**src/rtl/sad_row_feeder.sv**
```systemverilog
// sad_row_feeder: packs a serial 8-bit pixel stream into 64-bit filter and
// reference row words for the horizontal SAD stage, honouring sad_busy so
// every completed row is presented exactly once and in arrival order.
// Optional build macro: SAD_FEEDER_PINGPONG_EN adds a second assembly buffer
// so the next row can be collected while a finished row waits on sad_busy.
module sad_row_feeder #(
  parameter int ROWS = 8
) (
  input  logic        clk,
  input  logic        rst_n,
  input  logic [7:0]  pix_in,
  input  logic        pix_valid,
  output logic        pix_ready,
  input  logic        blk_start,
  input  logic        sad_busy,
  output logic [63:0] filter_pix,
  output logic [63:0] ref_pix,
  output logic        input_ready,
  output logic [2:0]  row_idx,
  output logic        blk_last
);

  localparam logic [2:0] LAST_ROW = 3'(ROWS - 1);

  // FULL is only reachable when the second assembly buffer exists.
  typedef enum logic [1:0] {
    FILL = 2'd0,
    PEND = 2'd1,
    FULL = 2'd2
  } state_t;

  state_t      state_q;

  logic [63:0] asm_filt_q, asm_filt_d;
  logic [63:0] asm_ref_q, asm_ref_d;
  logic [3:0]  byte_cnt_q, byte_cnt_d;
  logic [2:0]  row_cnt_q, row_cnt_d;
  logic        row_done;
  logic        xfer;
  logic        can_load;

  logic [63:0] pend_filt_q;
  logic [63:0] pend_ref_q;
  logic [2:0]  pend_idx_q;
`ifdef SAD_FEEDER_PINGPONG_EN
  logic [2:0]  full_idx_q;
`endif

  logic [63:0] filter_q;
  logic [63:0] ref_q;
  logic        input_ready_q;
  logic [2:0]  row_idx_q;
  logic        blk_last_q;
  logic        pix_ready_q;

  assign xfer = pix_valid && pix_ready_q;

`ifdef SAD_FEEDER_PINGPONG_EN
  // With two buffers a pending row and a fresh row can be ready back to back;
  // skipping the cycle right after a load keeps the strobe from doubling up.
  assign can_load = !sad_busy && !input_ready_q;
`else
  assign can_load = !sad_busy;
`endif

  assign pix_ready   = pix_ready_q;
  assign filter_pix  = filter_q;
  assign ref_pix     = ref_q;
  assign input_ready = input_ready_q;
  assign row_idx     = row_idx_q;
  assign blk_last    = blk_last_q;

  // Assembly path: places the incoming byte, advances the byte/row counters
  // and flags the transfer that completes a row.
  always_comb begin
    asm_filt_d = asm_filt_q;
    asm_ref_d  = asm_ref_q;
    byte_cnt_d = byte_cnt_q;
    row_cnt_d  = row_cnt_q;
    row_done   = 1'b0;
    if (xfer) begin
      if (blk_start) begin
        asm_filt_d = {56'd0, pix_in};
        asm_ref_d  = 64'd0;
        byte_cnt_d = 4'd1;
        row_cnt_d  = 3'd0;
      end else begin
        if (!byte_cnt_q[3]) begin
          asm_filt_d[{byte_cnt_q[2:0], 3'b000} +: 8] = pix_in;
        end else begin
          asm_ref_d[{byte_cnt_q[2:0], 3'b000} +: 8] = pix_in;
        end
        byte_cnt_d = byte_cnt_q + 4'd1;
        if (byte_cnt_q == 4'd15) begin
          row_done  = 1'b1;
          row_cnt_d = (row_cnt_q == LAST_ROW) ? 3'd0 : row_cnt_q + 3'd1;
        end
      end
    end
  end

  // Control FSM plus all registered outputs: decides when a finished row is
  // handed to the SAD stage, parks it while sad_busy is high, and drives
  // pix_ready from the next state so it never depends on live inputs.
  always_ff @(posedge clk) begin
    if (!rst_n) begin
      state_q       <= FILL;
      asm_filt_q    <= 64'd0;
      asm_ref_q     <= 64'd0;
      byte_cnt_q    <= 4'd0;
      row_cnt_q     <= 3'd0;
      pend_filt_q   <= 64'd0;
      pend_ref_q    <= 64'd0;
      pend_idx_q    <= 3'd0;
`ifdef SAD_FEEDER_PINGPONG_EN
      full_idx_q    <= 3'd0;
`endif
      filter_q      <= 64'd0;
      ref_q         <= 64'd0;
      input_ready_q <= 1'b0;
      row_idx_q     <= 3'd0;
      blk_last_q    <= 1'b0;
      pix_ready_q   <= 1'b1;
    end else begin
      asm_filt_q    <= asm_filt_d;
      asm_ref_q     <= asm_ref_d;
      byte_cnt_q    <= byte_cnt_d;
      row_cnt_q     <= row_cnt_d;
      input_ready_q <= 1'b0;
      case (state_q)
        FILL: begin
          if (row_done) begin
            if (can_load) begin
              filter_q      <= asm_filt_d;
              ref_q         <= asm_ref_d;
              row_idx_q     <= row_cnt_q;
              blk_last_q    <= (row_cnt_q == LAST_ROW);
              input_ready_q <= 1'b1;
            end else begin
              pend_filt_q <= asm_filt_d;
              pend_ref_q  <= asm_ref_d;
              pend_idx_q  <= row_cnt_q;
              state_q     <= PEND;
`ifdef SAD_FEEDER_PINGPONG_EN
              pix_ready_q <= 1'b1;
`else
              pix_ready_q <= 1'b0;
`endif
            end
          end
        end
        PEND: begin
`ifdef SAD_FEEDER_PINGPONG_EN
          if (can_load) begin
            filter_q      <= pend_filt_q;
            ref_q         <= pend_ref_q;
            row_idx_q     <= pend_idx_q;
            blk_last_q    <= (pend_idx_q == LAST_ROW);
            input_ready_q <= 1'b1;
            if (row_done) begin
              pend_filt_q <= asm_filt_d;
              pend_ref_q  <= asm_ref_d;
              pend_idx_q  <= row_cnt_q;
            end else begin
              state_q <= FILL;
            end
            pix_ready_q <= 1'b1;
          end else if (row_done) begin
            full_idx_q  <= row_cnt_q;
            state_q     <= FULL;
            pix_ready_q <= 1'b0;
          end
`else
          if (can_load) begin
            filter_q      <= pend_filt_q;
            ref_q         <= pend_ref_q;
            row_idx_q     <= pend_idx_q;
            blk_last_q    <= (pend_idx_q == LAST_ROW);
            input_ready_q <= 1'b1;
            state_q       <= FILL;
            pix_ready_q   <= 1'b1;
          end
`endif
        end
        FULL: begin
`ifdef SAD_FEEDER_PINGPONG_EN
          if (can_load) begin
            filter_q      <= pend_filt_q;
            ref_q         <= pend_ref_q;
            row_idx_q     <= pend_idx_q;
            blk_last_q    <= (pend_idx_q == LAST_ROW);
            input_ready_q <= 1'b1;
            pend_filt_q   <= asm_filt_q;
            pend_ref_q    <= asm_ref_q;
            pend_idx_q    <= full_idx_q;
            state_q       <= PEND;
            pix_ready_q   <= 1'b1;
          end
`else
          state_q     <= FILL;
          pix_ready_q <= 1'b1;
`endif
        end
        default: begin
          state_q     <= FILL;
          pix_ready_q <= 1'b1;
        end
      endcase
    end
  end

endmodule
```
**config.mk**
```make
export PLATFORM = sky130hd
export DESIGN_NAME = sad_row_feeder
export DESIGN_NICKNAME = d
export VERILOG_FILES = /design/src/rtl/sad_row_feeder.sv
export SDC_FILE = /design/constraint.sdc
export NUM_CORES = 1
export LEC_CHECK = 0
export CELL_PAD_IN_SITES_DETAIL_PLACEMENT = 0
export CELL_PAD_IN_SITES_GLOBAL_PLACEMENT = 1
export CORE_UTILIZATION = 44
export DETAILED_ROUTE_END_ITERATION = 6
export PLACE_DENSITY = 0.85
export SLEW_MARGIN = 20
export SYNTH_ARGS = -nofsm -noshare
export SYNTH_HDL_FRONTEND = slang
export SYNTH_SLANG_ARGS = --single-unit
```
**constraint.sdc**
```tcl
create_clock -name clk -period 4.2 [get_ports clk]
set_clock_uncertainty 0.15 [all_clocks]
set_input_delay 1.05 -clock clk [delete_from_list [all_inputs] [get_ports clk]]
set_output_delay 1.05 -clock clk [all_outputs]
set_load 0.01 [all_outputs]
```
==> results of run 1 <==
## placed cells by master, fill, tap and decap left out, types with 15 or more instances in the layout
cell type        netlist  layout
a21oi_1              117     116
a21oi_2               15      15
a221o_1               18      18
a22oi_1               31      31
buf_4                  1      46
clkbuf_16              0      43
clkdlybuf4s50_1        0     145
dfxtp_1              401     400
mux2_2                16      16
mux2i_1               97      97
nand2_1              162     161
nand3_1               43      42
nand4_1               22      22
nor2_1               172     170
nor2b_1               41      41
o211ai_1              16      16
o21ai_0              109     109
o221a_1               23      23
o2bb2ai_1             68      68
## worst reg2reg max path, stage by stage, from the launching register on
cell and delay, ns:
dfxtp_1 0.68, inv_1 0.17, ha_1 0.28, ha_1 0.45, nand3b_1 0.52, nor3_2 0.52, buf_4 0.24, mux2i_1 0.31
o221ai_1 0.17
## registers in the layout, summed over array words and instances (netlist names)
register,count
pend_idx_q,3
pend_filt_q,64
blk_last,1
row_idx,3
pix_ready,1
state_q,1
asm_ref_q,64
byte_cnt_q,4
pend_ref_q,64
filter_pix,64
input_ready,1
row_cnt_q,3
ref_pix,64
asm_filt_q,64
## report_power, final
group	internal [mW]	leakage [nW]	total (mW)	switching, mW
registers	3.81	3.23	3.82	0.00667
clock network	2.02	0.634	3.50	1.47
logic	0.0746	2.96	0.328	0.254
total	5.91	6.82	7.64	1.73
## logic make-up after synthesis
logic type	share of synthesized area [%]
buffers and inverters	4.18
and+or+nand+nor	15.7
muxes	7.21
adders and majority gates	0.470
xor gates and xnor gates	0.110
DFF	50.3
AOI/OAI and AO/OA	22.1
## metrics by stage
stage               power [mW]  setup WS [ns]  utilization [%]  cell area, µm²
CTS                       7.68          0.690             53.8           19200
global placement          4.22          0.578             50.3           17900
detailed placement        4.22          0.474             50.3           17900
global route              7.85          0.384             53.8           19200
finish                    7.64          0.596             53.8           19200
floorplan                 4.10           1.10                -           16000
## per-layer routing
| layer | wire [µm] | GRT usage [%] | up-vias | part of all wire, % |
|---|---|---|---|---|
| met1 | 21400 | 34.7 | 6540 | 45 |
| met4 | 1240 | 7.63 | 0 | 2.6 |
| met5 | 0 | 0 | - | 0 |
| met3 | 2960 | 4.02 | 78 | 6.3 |
| met2 | 21600 | 40.4 | 446 | 46 |
| li1 | - | - | 6365 | - |
## area by class of cell
type | count | area (µm²) | share of cell area (%)
flip-flops and latches | 401 | 8030 | 41.8
multi-input cells | 1150 | 7310 | 38.1
inverters | 8 | 30.0 | 0.156
repair buffers | 200 | 1970 | 10.3
clock inverters | 7 | 38.8 | 0.202
clock buffers | 62 | 1240 | 6.45
well taps | 461 | 577 | 3.00
## cells in the mapped netlist, types with 12 or more instances
cell type,count,area share [%]
and3_1,14,0.55
dfxtp_1,401,50
a21oi_2,15,0.82
mux2i_1,97,6.1
o221a_1,23,1.6
buf_2,26,0.81
o2bb2ai_1,68,3.7
nand4_1,22,0.86
a21oi_1,117,3.7
nor3_1,13,0.41
a221o_1,18,1.1
nor2_1,172,4.0
o31ai_1,14,0.66
clkbuf_1,120,2.8
mux2_2,16,1.1
nand2_1,162,3.8
nor2b_1,41,1.6
o211ai_1,16,0.75
a22oi_1,31,1.5
o21ai_0,109,3.4
nand3_1,43,1.3
o21a_1,12,0.56
## how the worst min path moves through the flow
stage                           startpoint                          end  cells after the start
2_1_floorplan  pend_ref_q[16]$_SDFFE_PN0P_  pend_ref_q[16]$_SDFFE_PN0P_                      2
3_3_place_gp      ref_pix[37]$_SDFFE_PN0P_     ref_pix[37]$_SDFFE_PN0P_                      2
3_5_place_dp       ref_pix[4]$_SDFFE_PN0P_      ref_pix[4]$_SDFFE_PN0P_                      2
4_1_cts            ref_pix[4]$_SDFFE_PN0P_      ref_pix[4]$_SDFFE_PN0P_                      2
5_1_grt            ref_pix[4]$_SDFFE_PN0P_      ref_pix[4]$_SDFFE_PN0P_                      2
6_report          ref_pix[37]$_SDFFE_PN0P_     ref_pix[37]$_SDFFE_PN0P_                      2
==> results.md, run 1 <==
- Initial Utilization: between 40% and 50%
- Area grow syn2layout: 20.2%
- Startpoint types: register
- Asr flop ratio synth: 0%
- Post-route DRC: 20
- Final setup viols: 0
- Drt initial violations: 1026
- Failing checks: design-rule violations
- Power Density: 398 mW/mm²
- Period utilization: about 86%
- Clock Path Buffers: 3
- TritonCTS clock tree: built
- # resized after CTS: 0
- Gr ovfl total: 0
- Clk_lat worst skew: 0.53 ns
- Non-filler cells, final: 2289
- HPWL after DPL: approximately 29 mm
- Via count: about 13k
- R2R Path End: ref_pix[46]$_SDFFE_PN0P_
- Crit-path cells: inv_1 > ha_1 > ha_1 > nand3b_1 > nor3_2 > buf_4 > mux2i_1 > o221ai_1
- Die area: roughly 0.037 mm²
- Final hold slack: ~0.3 ns
- Fin crit period: roughly 3.6 ns
- Distinct cells, synth: 72
- Largest net degree at the start of global routing: ~110
- Antenna diodes: 0
- Filler cells: around 3.2k
- Post-synth EDFFs: 0
- Worst Setup EP: ref_pix[46]$_SDFFE_PN0P_
- Die Ht: ~190 µm
- CP Max Fanout: 18
- Setup CP Type: register to register
- Port bufs: around 150
- Setup tns final: 0 ns
- WP depth: 8
- Reg2reg setup slack: slightly below 0.6 ns
- Worst-margin pin slew: roughly 0.85 ns
- Number of cell rows: 69
- Warnings, synthesis: 0
- Register area share after synthesis: between 50% and 60%
- Worst path bufs/invs: 2
- Status: finished with violations
- Setup bufs post-CTS: 0
- Gp weighted congestion: between 0.8 and 0.9
- First-pass GRT wire length: 73.1 mm
- Max frequency: around 280 MHz
- Core area: between 0.03 and 0.04 mm²
- Worst Path Arrival: around 3.9 ns
- Final hold vios: 0
- WL per Instance: just over 20 µm
- CTS Buf Count: 42
- HP Class: register to register
- Cell total after placement: approximately 2.2k
- RSZ-0062 raised after global routing: no
- CP delay by family, top: simple AND/OR/NAND/NOR gates
- Most common cell on crit path: ha_1
- Lkg Pwr: between 6 and 7 nW
- CP Capture Type: register
- Net Count, Synth: 1736
- FF+latch count, synth: 401
- CP startpoint: byte_cnt_q[0]$_SDFFE_PN0P_
- Post-synthesis instance total: between 1.5k and 2k
- CTS Hold Bufs: 0
- Die width: 193 µm
- Nets@finish: approximately 1.8k
- Clock slew at reported path FFs: approximately 0.060 ns
- Slew headroom: between 40% and 50%
- Routed WL: 47.3 mm
- H-tree Lvls: 2
- ANT nets after route: 0
- Root buffer cell: clkbuf_16
- Slew Limit Fails: 0
- Share of layout cells above drive strength 1: under 10%
- Drt first pass iters: 7
- Mean Syn Cell Area: roughly 9.3 µm²
- Via density: approximately 6
- Slowest stage cell on the critical path: dfxtp_1
- Synthesized area: around 0.016 mm²
- Top Ports: ~150
- Worst IR Drop VDD: roughly 0.28 mV
- GRT Util Overall: 25.2%
- Ys flop type: dfxtp_1
- Worst r2r src: byte_cnt_q[0]$_SDFFE_PN0P_
- Critical Path RT: 4.45 ns
- # clock sinks: 401
- Reg2reg path depth: 8
- Vias in the first global route: ~13k
- Max Cap Viol: 0
- Max incr delay on CP: between 0.6 and 0.7 ns
- Initial antenna violation count: 0
No activity file was read; power rests on OpenSTA's default activity.
==> run 2, diff against run 1 <==
CORE_UTILIZATION = 40   (was 44)
PLACE_DENSITY = 0.82   (was 0.85)
clock period = 3.1 ns   (was 4.2 ns; I/O delays follow)
==> run 2 against run 1 <==
Effect of this change:
- the flow now finishes without violations
- setup slack got worse by 0.37 ns
- non-clock buffer count increased by 90
- worst hold slack got worse by 0.00060 ns
- count of clock-buffer cells in the layout unchanged
- cell area increased by 5.9%
- sequential power increased by 35%
- utilization decreased by 1.7 points
- power increased by 42%
- largest cell class unchanged
- largest power group is now clock
==> results.md, run 2 (synthesis results as in run 1) <==
- Final setup viols: 0 (unchanged)
- Die Ht: 202 µm (+4.8%)
- HPWL after DPL: 31.5 mm (+8.3%)
- Root buffer cell: clkbuf_16
- Commonest non-fill, non-tap cell in the layout: dfxtp_1
- Gp weighted congestion: 0.945 (+9.2%)
- Max Cap Viol: 0 (unchanged)
- WL per Instance: 19.9 µm (-3.8%)
- Worst-margin pin slew: 0.667 ns (-0.183 ns)
- Lkg Pwr: 7.40 nW (+8.5%)
- Die width: 202 µm (+4.8%)
- Max frequency: 348 MHz
- Via density: 5.63 (-4.0%)
- Area grow syn2layout: 27.3%
- Critical Path RT: 2.17 ns (-2.28 ns)
- H-tree Lvls: 2 (unchanged)
- Worst path bufs/invs: 1 (-1)
- HP Class: register to register
- # resized after CTS: 0 (unchanged)
- Comb power frac: 4.6% (+0.3 points)
- Initial antenna violation count: 1 (+1)
- Max incr delay on CP: 0.71 ns (+0.03 ns)
- Non-filler cells, final: 2443 (+6.7%)
- Cell total after placement: 2367 (+6.6%)
- Final Util: 52.1% (-1.7 points)
- Clk network pwr share: 47.9% (+2.2 points)
- CP Max Fanout: 17 (-1)
- Internal Power: 8.45 mW (+43%)
- Final hold slack: 0.300 ns (-0.000598 ns)
- Vias in the first global route: 13.7k (+7.4%)
- Core area: 0.0390 mm² (+9.4%)
- Routed WL: 48.5 mm (+2.6%)
- Nets@finish: 1912 (+4.9%)
- Slew headroom: 55.5% (+12 points)
- Drt initial violations: 916 (-11%)
- Port bufs: 146 (unchanged)
- Clk_lat worst skew: 0.55 ns (+0.02 ns)
- CTS Buf Count: 42 (unchanged)
- Slowest stage cell on the critical path: dfxtp_1
- Setup CP Type: register to output port
- Final hold vios: 0 (unchanged)
- GRT Util Overall: 23.6% (-1.6 points)
- Clock Path Buffers: 3 (unchanged)
- Worst IR Drop VDD: 0.339 mV (+19%)
- Number of cell rows: 72 (+4.3%)
- Clock slew at reported path FFs: 0.07 ns (about the same)
- Worst Path Arrival: 1.95 ns (-1.90 ns)
- Share of layout cells above drive strength 1: 14.2% (+4.6 points)
- Setup tns final: 0 ns (unchanged)
- Power Density: 535 mW/mm² (+34%)
- First-pass GRT wire length: 76.5 mm (+4.6%)
- CTS Hold Bufs: 0 (unchanged)
- Commonest cells after routing, fill and taps aside: 400 x dfxtp_1, 170 x nor2_1, 161 x nand2_1
- Fin crit period: 2.87 ns
- Gr ovfl total: 0 (unchanged)
- Via count: 13.8k (+2.5%)
- Switching share of power: 22.3% (-0.34 points)
- Final Cell Area: 0.0203 mm² (+5.9%)
- Net Sw Power: 2.43 mW (+40%)
- Sequential Power Share: 47.5% (-2.5 points)
- # clock sinks: 401 (unchanged)
- ANT nets after route: 0 (unchanged)
- TritonCTS clock tree: built
- Post-route DRC: 0 (-100%)
- CP Capture Type: output port
- Placed cell area: 0.0189 mm² (+5.5%)
- Crit-path cells: clkdlybuf4s50_1
- RSZ-0062 raised after global routing: no
- Die area: 0.0407 mm² (+9.9%)
- Setup bufs post-CTS: 0 (unchanged)
- Drt first pass iters: 5 (-2)
- Slew Limit Fails: 0 (unchanged)
- Startpoint types: register
- CP delay by family, top: flip-flops
- Top Ports: 147 (unchanged)
- Initial Utilization: 40.9% (-3.8 points)
- Status: finished, final reports clean
- Period utilization: between 90 and 100%
- Largest net degree at the start of global routing: 112 (+2.8%)
run 2: layout make-up:
type / instances / area (µm²)
fillers: 3518 / 18700
flip-flops and latches: 401 / 8030
multi-input cells: 1150 / 7320
repair buffers: 290 / 2870
clock buffers: 62 / 1260
well taps: 518 / 648
clock inverters: 13 / 171
inverters: 8 / 30.0
diodes: 1 / 2.50
run 2: power by group through the flow:
| stage | Combinational [mW] | Clock [mW] | Sequential, mW |
|---|---|---|---|
| floorplan | 0.269 | 0 | 5.28 |
| global placement | 0.491 | 0 | 5.28 |
| detailed placement | 0.493 | 0 | 5.28 |
| CTS | 0.494 | 5.29 | 5.17 |
| global route | 0.524 | 5.51 | 5.17 |
| finish | 0.500 | 5.21 | 5.17 |
run 2: metal layers:
metal / vias to the layer above / part of all wire (%) / wire (µm) / track usage (%)
li1: 6538 / - / - / -
met1: 6732 / 45 / 21800 / 31.8
met2: 397 / 46 / 22400 / 37.8
met3: 95 / 5.8 / 2810 / 4.39
met4: 0 / 3.1 / 1500 / 8.01
met5: - / 0 / 0 / 0
run 2: metrics by stage:
step                total power [mW]  setup WS, ns
global placement                5.77        0.0761
finish                          10.9         0.230
detailed placement              5.77        0.0125
CTS                             11.0         0.261
floorplan                       5.55        0.0300
global route                    11.2         0.141
run 2: path summary, 6_finish.rpt:
kind                            cells after the start  slack [ns]                      end                       start
worst max-delay path                                1        0.23                pix_ready      pix_ready$_SDFFE_PN1P_
worst max register to register                      8        0.31  ref_pix[6]$_SDFFE_PN0P_  byte_cnt_q[0]$_SDFFE_PN0P_
worst min-delay path                                2        0.30  ref_pix[1]$_SDFFE_PN0P_     ref_pix[1]$_SDFFE_PN0P_
worst min register to register                      2        0.30  ref_pix[1]$_SDFFE_PN0P_     ref_pix[1]$_SDFFE_PN0P_
==> run 3, diff against run 2 <==
RECOVER_POWER = 50   (was default)
SETUP_SLACK_MARGIN = 0.3   (was default)
==> run 3 against run 2 <==
Effect of this change:
- power down 3.4%
- non-clock buffer count down 22
- count of clock-buffer cells in the layout down 1
- setup slack worse by 0.014 ns
- highest routed layer unchanged
- final cell count down 0.94%
- wire length up 1.7%
- register-to-register slack worse by 0.03 ns
- clock power down 7.1%
==> results.md, run 3 (synthesis results as in run 1) <==
- Status: finished, final reports clean
- Max Used Layer: met4
- Slew headroom: 41.5% (-14 points)
- Clock slew at reported path FFs: 0.06 ns (about the same)
- Power Density: 527 mW/mm² (-1.5%)
- WL per Instance: 20.4 µm (+2.7%)
- Number of cell rows: 72 (unchanged)
- Largest net degree at the start of global routing: 118 (+5.4%)
- Fin crit period: 2.88 ns (+0.0138 ns)
- Met3 wire len: 2.74 mm (-2.7%)
- GRT Util Overall: 24.0% (+0.40 points)
- Wl on met1: 22.6 mm (+3.8%)
- # clock sinks: 401 (unchanged)
- Post-route DRC: 0 (unchanged)
- Slew Limit Fails: 0 (unchanged)
- First-pass GRT wire length: 76.9 mm (+0.52%)
- TritonCTS clock tree: built
- Worst Setup EP: asm_filt_q[45]$_SDFF_PN0_
- Reg2reg path depth: 9 (+1)
- Worst Path Arrival: 3.17 ns (+1.22 ns)
- Via density: 5.69 (+1.1%)
- Routed WL: 49.3 mm (+1.7%)
- Commonest cells after routing, fill and taps aside: 398 x dfxtp_1, 171 x nor2_1, 162 x nand2_1
- Filler cells: 3601 (+2.4%)
- RSZ-0062 raised after global routing: yes
- Die width: 202 µm (unchanged)
- Worst-margin pin slew: 0.878 ns (+0.212 ns)
- Initial antenna violation count: 1 (unchanged)
- Gr ovfl total: 0 (unchanged)
- Die area: 0.0407 mm² (unchanged)
- CP Capture Type: register
- Final hold vios: 0 (unchanged)
- Nets@finish: 1890 (-1.2%)
- Commonest non-fill, non-tap cell in the layout: dfxtp_1
- Top Ports: 147 (unchanged)
- Area grow syn2layout: 24.9%
- Period utilization: 93.0% (+0.44 points)
- Initial Utilization: 40.9% (unchanged)
- CTS Hold Bufs: 0 (unchanged)
- Detailed-routed wire length on met2: 22.6 mm (+0.86%)
- Clock Path Buffers: 3 (unchanged)
- Clk_lat worst skew: 0.57 ns (+0.02 ns)
- Share of layout cells above drive strength 1: 12.0% (-2.1 points)
- Startpoint types: input port
- HP Class: register to register
- Setup CP Type: input port to register
- Worst IR Drop VDD: 0.399 mV (+18%)
- Final Cell Area: 0.0199 mm² (-1.9%)
- Final setup viols: 0 (unchanged)
- Lkg Pwr: 7.61 nW (+2.9%)
- Setup tns final: 0 ns (unchanged)
- Via count: 13.8k (+0.12%)
- Max Cap Viol: 0 (unchanged)
- Placed cell area: 0.0187 mm² (-0.93%)
- Port bufs: 146 (unchanged)
- Die Ht: 202 µm (unchanged)
- Critical Path RT: 3.39 ns (+1.22 ns)
- Gp weighted congestion: 0.895 (-5.3%)
- CP Max Fanout: 43 (+26)
- Drt first pass iters: 5 (unchanged)
- Reg2reg setup slack: 0.28 ns (-0.03 ns)
- CP startpoint: blk_start
- ANT nets after route: 0 (unchanged)
- Max frequency: 347 MHz (-0.48%)
- H-tree Lvls: 2 (unchanged)
- Core area: 0.0390 mm² (unchanged)
- Drt initial violations: 1116 (+22%)
- Final Util: 51.1% (-0.98 points)
- Final Power: 10.5 mW (-3.4%)
- Vias in the first global route: 13.2k (-3.4%)
- R2R Path End: ref_pix[21]$_SDFFE_PN0P_
- Worst r2r src: byte_cnt_q[0]$_SDFFE_PN0P_
- HPWL after DPL: 31.7 mm (+0.53%)
- Root buffer cell: clkbuf_16
- CTS Buf Count: 42 (unchanged)
## run 3: layout make-up
type                       instances  area (µm²)  area share [%]
sequential                       401        8040            40.3
multi-input combinational       1150        7330            36.8
timing repair buffer             268        2580            12.9
clock buffer                      61        1220            6.13
tap                              518         648            3.25
clock inverter                    13        92.6           0.464
inverter                           8        30.0           0.151
antenna                            1        2.50          0.0125
## run 3: repair_timing
item / in CTS / in global routing
setup buffers: 0 / 2
resized for setup: 4 / 2
pin swaps: 0 / 0
setup endpoints to repair: 11 / 31
endpoints found under the hold margin: 0 / 0
## run 3: critical path: stages
cell	delay (ns)
dlygate4sd3_1	0.68
nand3_1	0.19
buf_4	0.28
nand2_1	0.45
clkbuf_4	0.62
nor2_1	0.11
## run 3: layer usage
metal  up-vias  GRT usage (%)
met1      6710           32.9
met4         0           8.69
met3        98           3.98
li1       6510              -
met5         -              0
met2       461           37.9
## run 3: stage by stage
stage          cells  hold WS (ns)  setup slack, ns
6_report        2420         0.296            0.216
5_1_grt         2420         0.321            0.138
2_1_floorplan   1717         0.282            0.313
4_1_cts         2417         0.307            0.332
3_3_place_gp    2343         0.289          -0.0380
3_5_place_dp    2343         0.294          -0.0281
## run 3: worst min path at each step
stage	start	cells after the start	slack, ns	end
finish	ref_pix[1]$_SDFFE_PN0P_	2	0.30	ref_pix[1]$_SDFFE_PN0P_
global route	ref_pix[24]$_SDFFE_PN0P_	2	0.32	ref_pix[24]$_SDFFE_PN0P_
CTS	ref_pix[60]$_SDFFE_PN0P_	2	0.31	ref_pix[60]$_SDFFE_PN0P_
detailed placement	ref_pix[6]$_SDFFE_PN0P_	2	0.29	ref_pix[6]$_SDFFE_PN0P_
global placement	ref_pix[32]$_SDFFE_PN0P_	2	0.29	ref_pix[32]$_SDFFE_PN0P_
floorplan	pend_ref_q[16]$_SDFFE_PN0P_	2	0.28	pend_ref_q[16]$_SDFFE_PN0P_
## run 3: power by group
group          internal [mW]  total (mW)  leakage [nW]  switching [mW]
Sequential              5.16        5.17          3.23         0.00339
Clock                   2.75        4.84         0.648            2.09
Combinational          0.138       0.502          3.73           0.364
==> variant, RTL diff (flow settings as in run 3) <==
The option `SAD_FEEDER_PINGPONG_EN` is turned on by a define.
--- a/src/rtl/sad_row_feeder.sv
+++ b/src/rtl/sad_row_feeder.sv
@@ -3,6 +3,8 @@
 // every completed row is presented exactly once and in arrival order.
 // Optional build macro: SAD_FEEDER_PINGPONG_EN adds a second assembly buffer
 // so the next row can be collected while a finished row waits on sad_busy.
+`define SAD_FEEDER_PINGPONG_EN
+
 module sad_row_feeder #(
   parameter int ROWS = 8
 ) (
Function: same outputs for any inputs over 4 cycles, from zero or initial values and one cycle with rst_n low; that may be too few to reach the edited logic, so the function may still have changed.
==> variant against run 3 <==
- cell area up 8.6%
- power up 4.5%
- area after synthesis up 9.0%
- wire length up 4.5%
- combinational power down 5.2%
- critical path depth up 3
- worst setup slack better by 0.013 ns
- sequential share of layout area down 2.9 points
- sequential cell count up 4
- first-iteration DRC count up 13%
- clock power up 9.3%
- critical endpoint is now ref_pix[58]
- largest cell class is now multi-input gates
==> variant: results (changes against run 3) <==
sta:
  timing.hold.ws_ns: 0.309  # was 0.296 ns
  tightest_slew_ns: 0.976  # was 0.878 ns
  finalCritPeriodShare_pct: 92.6  # was 93.0%
cells_and_area:
  fillers: 4033  # was 3601
  fin_nets: 2156  # was 1890
  num_antenna_cells: 0  # was 1
  drive_gt1_share_pct: 10.9  # was 12.0%
synth:
  synthCells: 2002  # was 1717
  yosys-top-cells-count: "dfxtp_1 (405), nand2_1 (220), o21ai_0 (219)"  # was dfxtp_1 (401), nor2_1 (172), nand2_1 (162)
  yosys-top-cells-area: "dfxtp_1 (47%), o21ai_0 (6.3%), a21oi_1 (6.2%), o21a_1 (5.1%), mux2i_1 (4.8%)"  # was dfxtp_1 (50%), mux2i_1 (6.1%), nor2_1 (4.0%), nand2_1 (3.8%), o2bb2ai_1 (3.7%)
  synth.distinct_cells: 67  # was 72
place:
  post-place-ws_ns: -0.0651  # was -0.0281 ns
  hpwl_mm: 31.9  # was 31.7 mm
  io_buffers: 146  # unchanged
  dp_cells: 2669  # was 2343
  post_dp_cell_area_um2: 20300  # was 18700 µm²
  place.gp.congestion: 0.842  # was 0.895
detailed_routing:
  wl_per_cell_um: 18.8  # was 20.4 µm
  wl_mm: 51.5  # was 49.3 mm
  drtIter0Drc: 1263  # was 1116
  routed_via_density: 5.58  # was 5.69
worst_setup_path:
  worstReg2RegEnd: "filter_pix[28]"  # was ref_pix[21]
  cp.arrival_ns: 3.23  # was 3.17 ns
  setup.worst_path.start: "pix_valid"  # was blk_start
  crit_end: "ref_pix[58]"  # was asm_filt_q[45]
global_routing:
  grt_use_total_pct: 23.0  # was 24.0%
  antenna_found_initial: 0  # was 1
  grt_pass1_vias: 14718  # was 13198
  grt_pass1_wl_mm: 81.7  # was 76.9 mm
  grt_max_degree: 124  # was 118
power_and_ir_drop:
  ir_worst_vdd_mv: 0.350  # was 0.399 mV
clock_network:
  numCtsBuffers: 44  # was 42
outcome:
  outcome: "complete, no violations"  # unchanged
min_path:
  hp-start: "asm_filt_q[25]"  # was ref_pix[1]
  holdPathEnd: "pend_filt_q[25]"  # was ref_pix[1]
==> variant: cell count changes after synthesis, sizes merged, moves of 28 or more <==
cell,change
nor2,+28
mux2,+38
nand2,+59
o21a,+106
o21ai,+107
a21oi,+83
o2bb2ai,-68
nor2b,-39
==> variant: area by class of cell <==
class	count	area, µm²	area share, %
clock buffers	65	1290	5.96
clock inverters	10	140	0.647
inverters	8	31.3	0.144
multi-input cells	1397	8530	39.4
flip-flops and latches	405	8110	37.4
well taps	585	732	3.38
repair buffers	277	2830	13.1
==> variant: power breakdown <==
part	internal, µW	switching, µW
logic	144	332
clock network	3130	2160
registers	5210	5.15
total	8480	2500
==> variant: repair_timing <==
action                                  in CTS  in global routing
gates resized for setup                      1                  9
endpoints found under the setup margin       1                 54
buffers inserted                             0                  3
pin swaps                                    0                  1
gates cloned                                 0                  0
==> variant: logic make-up after synthesis <==
family,after synthesis,share of synthesized area (%)
mux,137,8.27
fa+ha+maj,10,0.719
flops,405,46.6
xor+xnor,1,0.0503
compound gates,726,26.4
buf+inv,200,4.84
simple gates,523,13.2
==> variant: routing by layer <==
layer / GRT usage (%) / up-vias / share of wire, % / wire (µm)
li1: - / 7417 / - / -
met1: 30.4 / 7454 / 46 / 23500
met2: 38.4 / 381 / 47 / 24400
met3: 3.10 / 88 / 4.5 / 2300
met4: 7.65 / 0 / 2.6 / 1320
met5: 0 / - / 0 / 0
==> variant: worst max-delay path, cell delays in order <==
cell and delay [ns]:
dlygate4sd3_1 0.54, buf_4 0.18, and3_1 0.24, clkbuf_1 0.19
nand2_1 0.10, clkbuf_1 0.44, mux2_1 0.41, o21a_1 0.22
a21oi_1 0.14
